===== config.mk =====
export PLATFORM = sky130hd
export DESIGN_NAME = pc_sequencer
export DESIGN_NICKNAME = d
export VERILOG_FILES = /design/src/rtl/pc_seq_pkg.sv /design/src/rtl/pc_target_mux.sv /design/src/rtl/pc_sequencer.sv
export SDC_FILE = /design/constraint.sdc
export NUM_CORES = 1
export LEC_CHECK = 0
export BUFFER_PORTS_ARGS = -buffer_cell sky130_fd_sc_hd__buf_2
export CORE_MARGIN = 8
export CORE_UTILIZATION = 31
export DETAILED_ROUTE_END_ITERATION = 10
export SLEW_MARGIN = 20
export SYNTH_ARGS = -nofsm -noshare
export SYNTH_HDL_FRONTEND = slang
export SYNTH_HIERARCHICAL = 1
export SYNTH_SLANG_ARGS = --single-unit

===== constraint.sdc =====
create_clock -name clk -period 2.64 [get_ports clk]
set_input_delay 0.528 -clock clk [delete_from_list [all_inputs] [get_ports clk]]
set_output_delay 0.528 -clock clk [all_outputs]
set_load 0.05 [all_outputs]

===== src/rtl/pc_seq_pkg.sv =====
// pc_seq_pkg: shared state/source enums and default constants for the PC sequencer
package pc_seq_pkg;
  typedef enum logic [1:0] {BOOT, FETCH, HOLD} state_t;
  typedef enum logic [1:0] {SRC_SEQ, SRC_JUMP, SRC_BRANCH} src_t;
  localparam int DEF_RESET_PC = 0;
  localparam int DEF_OFFSET = 4;
endpackage


===== src/rtl/pc_target_mux.sv =====
// pc_target_mux: fixed-priority redirect select (branch > jump) with IF/ID flush pair
module pc_target_mux
  import pc_seq_pkg::*;
#(
  parameter int ADDR_WIDTH = 12
) (
  input  logic                  en,
  input  logic                  branchTaken,
  input  logic [ADDR_WIDTH-1:0] branchTarget,
  input  logic                  jumpEn,
  input  logic [ADDR_WIDTH-1:0] jumpTarget,
  output logic [ADDR_WIDTH-1:0] target,
  output src_t                  src,
  output logic                  flush_if,
  output logic                  flush_id
);
  always_comb begin
    target   = branchTaken ? branchTarget : jumpTarget;
    src      = !en ? SRC_SEQ : branchTaken ? SRC_BRANCH : jumpEn ? SRC_JUMP : SRC_SEQ;
    flush_if = en && (branchTaken || jumpEn);
    flush_id = en && branchTaken;
  end
endmodule


===== src/rtl/pc_sequencer.sv =====
// pc_sequencer: next-PC control with fetch handshake, stalls and one pending redirect.
// Define PC_ALIGN_CHECK_EN to reject misaligned targets and raise sticky misalignErr.
module pc_sequencer
  import pc_seq_pkg::*;
#(
  parameter int ADDR_WIDTH = 12,
  parameter int OFFSET     = DEF_OFFSET,
  parameter int RESET_PC   = DEF_RESET_PC
) (
  input  logic                  clk,
  input  logic                  triggerRst,
  input  logic                  stall,
  input  logic                  imemReady,
  input  logic                  branchTaken,
  input  logic [ADDR_WIDTH-1:0] branchTarget,
  input  logic                  jumpEn,
  input  logic [ADDR_WIDTH-1:0] jumpTarget,
  output logic [ADDR_WIDTH-1:0] pc,
  output logic [ADDR_WIDTH-1:0] incPC,
  output logic                  fetchReq,
  output logic                  flushIF,
  output logic                  flushID,
  output logic                  redirectPending,
  output logic                  misalignErr
);
  state_t                state;
  src_t                  src;
  logic [ADDR_WIDTH-1:0] target, pend, hold_tgt;
  logic                  redirect, tgt_bad, hold_bad;
  pc_target_mux #(.ADDR_WIDTH(ADDR_WIDTH)) u_mux (
    .en(state == FETCH),
    .branchTaken(branchTaken),
    .branchTarget(branchTarget),
    .jumpEn(jumpEn),
    .jumpTarget(jumpTarget),
    .target(target),
    .src(src),
    .flush_if(flushIF),
    .flush_id(flushID)
  );
  // in HOLD a fresh branch supersedes the latched redirect, even on the release cycle
  assign hold_tgt = branchTaken ? branchTarget : pend;
  assign redirect = src != SRC_SEQ;
  assign incPC    = pc + ADDR_WIDTH'(OFFSET);
  assign fetchReq = state == FETCH;
`ifdef PC_ALIGN_CHECK_EN
  assign tgt_bad  = |target[1:0];
  assign hold_bad = |hold_tgt[1:0];
`else
  assign tgt_bad  = 1'b0;
  assign hold_bad = 1'b0;
`endif
  always_ff @(posedge clk) begin
    if (triggerRst) begin
      pc              <= ADDR_WIDTH'(RESET_PC);
      state           <= BOOT;
      pend            <= '0;
      redirectPending <= 1'b0;
      misalignErr     <= 1'b0;
    end else if (state == BOOT) begin
      state <= FETCH;
    end else if (state == FETCH) begin
      if (redirect && stall) begin
        pend            <= target;
        redirectPending <= 1'b1;
        state           <= HOLD;
      end else if (redirect) begin
        if (tgt_bad) misalignErr <= 1'b1;
        else pc <= target;
      end else if (imemReady && !stall) begin
        pc <= incPC;
      end
    end else if (stall) begin
      pend <= hold_tgt;
    end else begin
      if (hold_bad) misalignErr <= 1'b1;
      else pc <= hold_tgt;
      redirectPending <= 1'b0;
      state           <= FETCH;
    end
  end
endmodule


==> reports/metrics.csv <==
metric;value;unit
reg2reg path depth;6;
number of distinct library cells after synthesis;53;
Arr. time, crit path;1.89;ns
via/cell ratio;5.212;
Critical R2R Launch;state[1];
number of max-slew violations in the final report;0;
Logic pwr share;0.336;
wirelength, routed;5607;microns
CORE AREA;5921;sq um
post-CTS setup buffers;0;
Syn Area/Cell;8.255;sq um
CP startpoint kind;flip-flop;
n_diodes;0;
Multi-input gate area;1239;sq um
Lkg Pwr;1.017;nW
leading post-synthesis cells by cell area;dfxtp_1, nand2_1, a21oi_1, mux2_2, mux2_4;
H-Tree Depth;1;
critical path class;reg2out;
post_cts resized;0;
CP Data Required Time;2.11;ns
Min-Delay Endpoint;pend[3];
clk slew on worst S/H paths;0.10;ns
Cell Area, Placed;2245;sq um
fin area;2290;sq um
sequential share of power;0.427;
Synth Cell Area;1907;sq um
Cells after Synth;231;
initial antenna violation count;0;
# IOs;59;
FP Rows;28;
NumNets Final;316;
number of global-route vias before repair;1802;
fillers;603;
count leader, synth;nand2_1;
Slew @ Worst Pin;0.7093;ns
RSZ-0062 raised after global routing;false;
Post-synth top cells;nand2_1, dfxtp_1, a21oi_1, o21ai_0;
Sw Ratio;0.3766;
register-to-register path setup slack;0.31;ns
Primary FF master, synth;dfxtp_1;
largest area contributor in the netlist;dfxtp_1;
MaxCap Viol Count;0;
hold_sp;pend[3];
register area share after synthesis;0.2835;
#FFs+latches synth;27;
Post-Route Utilization;0.3867;
TritonCTS clock tree;done;
vias;1871;
fmax;413.4;MHz
DP Wirelength;4386;microns
hold_buf cts;0;
worst r2r dst;pc[11];
Ys Warns;6;
peak supply drop;0.0002123;V
Tot GR Track Use;0.1230;
Routed Antenna Nets;0;
FFs w/ async S/R, synth;0;
GRT overflow;0;
Die H;94.43;microns
power per standard cell area;460.3;nW/um^2
Slew HR;0.5259;
Final Skew;0.006341;ns
syn nets;262;
Die Area;8917;sq um
register area;540.5;sq um
Crit. End Element;primary output;
Die Width;94.43;microns
Non-Filler Instances;359;
Post-synth EDFFs;0;
drt pass-1 iters;4;
area grow syn2layout;20.08;%
Tmin final;2.419;ns
Pint;657.1;uW
Psw;396.9;uW
clk_lat worst skew;0.28;ns
status;finished, final reports clean;
WHS;0.4575;ns
layout cell share with drive strength beyond 1;0.3415;
Final setup viols;0;
drt wl/cell;15.62;microns
Port-buffer cells;57;
post-synth top area share;0.2835;
Setup TNS;0;ns
Worst Hold Path Cells;2;
RD Place Congestion;0.8199;
Final period util;0.9162;
hold crit path type;reg2reg;
DRC Markers;0;
First DRT Iteration DRCs;111;
Starting Density;0.3221;
placed cells;355;
CTS root buf;clkbuf_8;
pin count of the biggest net entering global routing;25;
Fin. Hold Viols;0;
CTS buffer count;3;
worst-path fanout max;9;
maximum clock path buffer count;2;
Clock power frac;0.237;
CTS Sinks;27;
global-route wire length before repair;8914;microns
==> cells by family (layout without fill, tap and decap cells) <==
group / count (synthesis) / after routing / synth area share
simple gates: 78 / 78 / 0.2054
buf+inv: 22 / 75 / 0.07087
compound gates: 69 / 69 / 0.2382
flops: 27 / 27 / 0.2835
fa+ha+maj: 1 / 1 / 0.006561
mux: 26 / 26 / 0.1614
other cells: 1 / 1 / 0.001967
xor+xnor: 7 / 7 / 0.03215
==> sequential cells by signal, summed over array words and instances, names as in the netlist <==
name / cells
redirectPending: 1
pend: 12
pc: 12
state: 2
==> power groups by stage <==
| stage | clock (mW) | sequential (mW) | combinational [mW] |
|---|---|---|---|
| finish | 0.250 | 0.450 | 0.354 |
| global route | 0.273 | 0.454 | 0.380 |
| CTS | 0.252 | 0.449 | 0.355 |
| detailed placement | 0 | 0.459 | 0.353 |
| global placement | 0 | 0.459 | 0.351 |
| floorplan | 0 | 0.496 | 0.224 |
==> worst max path at each step <==
stage | cells after the start | slack, ns | start | end
after CTS | 5 | 0.21 | pc[2] | incPC[10]
after global placement | 6 | 0.42 | state[1] | pc[11]
after global routing | 6 | 0.09 | state[1] | pc[11]
after detailed placement | 6 | 0.35 | state[1] | pc[11]
after floorplan | 5 | 0.03 | pc[2] | pc[6]
final | 5 | 0.22 | pc[2] | incPC[10]
==> routing by layer <==
layer  routed length [microns]  vias to the layer above  global-route usage
met5                         0                        -                   0
met4                        61                        0             0.03567
met3                       349                        5             0.01825
met2                      2443                       60              0.1871
met1                      2753                      862              0.1738
li1                          -                      944                   -
==> area by class of cell <==
type                            instances  area share
Multi-Input combinational cell        182      0.5410
Sequential cell                        27      0.2361
Timing Repair Buffer                   66      0.1541
Tap cell                               75     0.04098
Clock buffer                            4     0.01967
Inverter                                5    0.008197
==> through the flow <==
| stage | power, mW | worst slack (ns) |
|---|---|---|
| after floorplan | 0.7196 | 0.02638 |
| after global placement | 0.8098 | 0.4180 |
| after detailed placement | 0.8124 | 0.3459 |
| after CTS | 1.057 | 0.2071 |
| after global routing | 1.107 | 0.08618 |
| final | 1.054 | 0.2211 |
==> cells in the final DEF, fill, tap and decap left out, types with 7 or more instances in the layout <==
cell type  instances
buf_2             57
nand2_1           34
dfxtp_1           27
a21oi_1           23
o21ai_0           12
nor2_1            10
mux2_2            10
mux2i_1            9
buf_4              9
o21a_1             8
nand3_1            7
o211ai_1           7
mux2_4             7
==> worst max-delay path, cell delays in order, from the launching register on <==
cell     delay (ns)
dfxtp_1        0.49
ha_1           0.34
nand3_1        0.11
or3_1          0.33
nand2_1        0.07
buf_2          0.26
No activity file was read; power rests on OpenSTA's default activity.
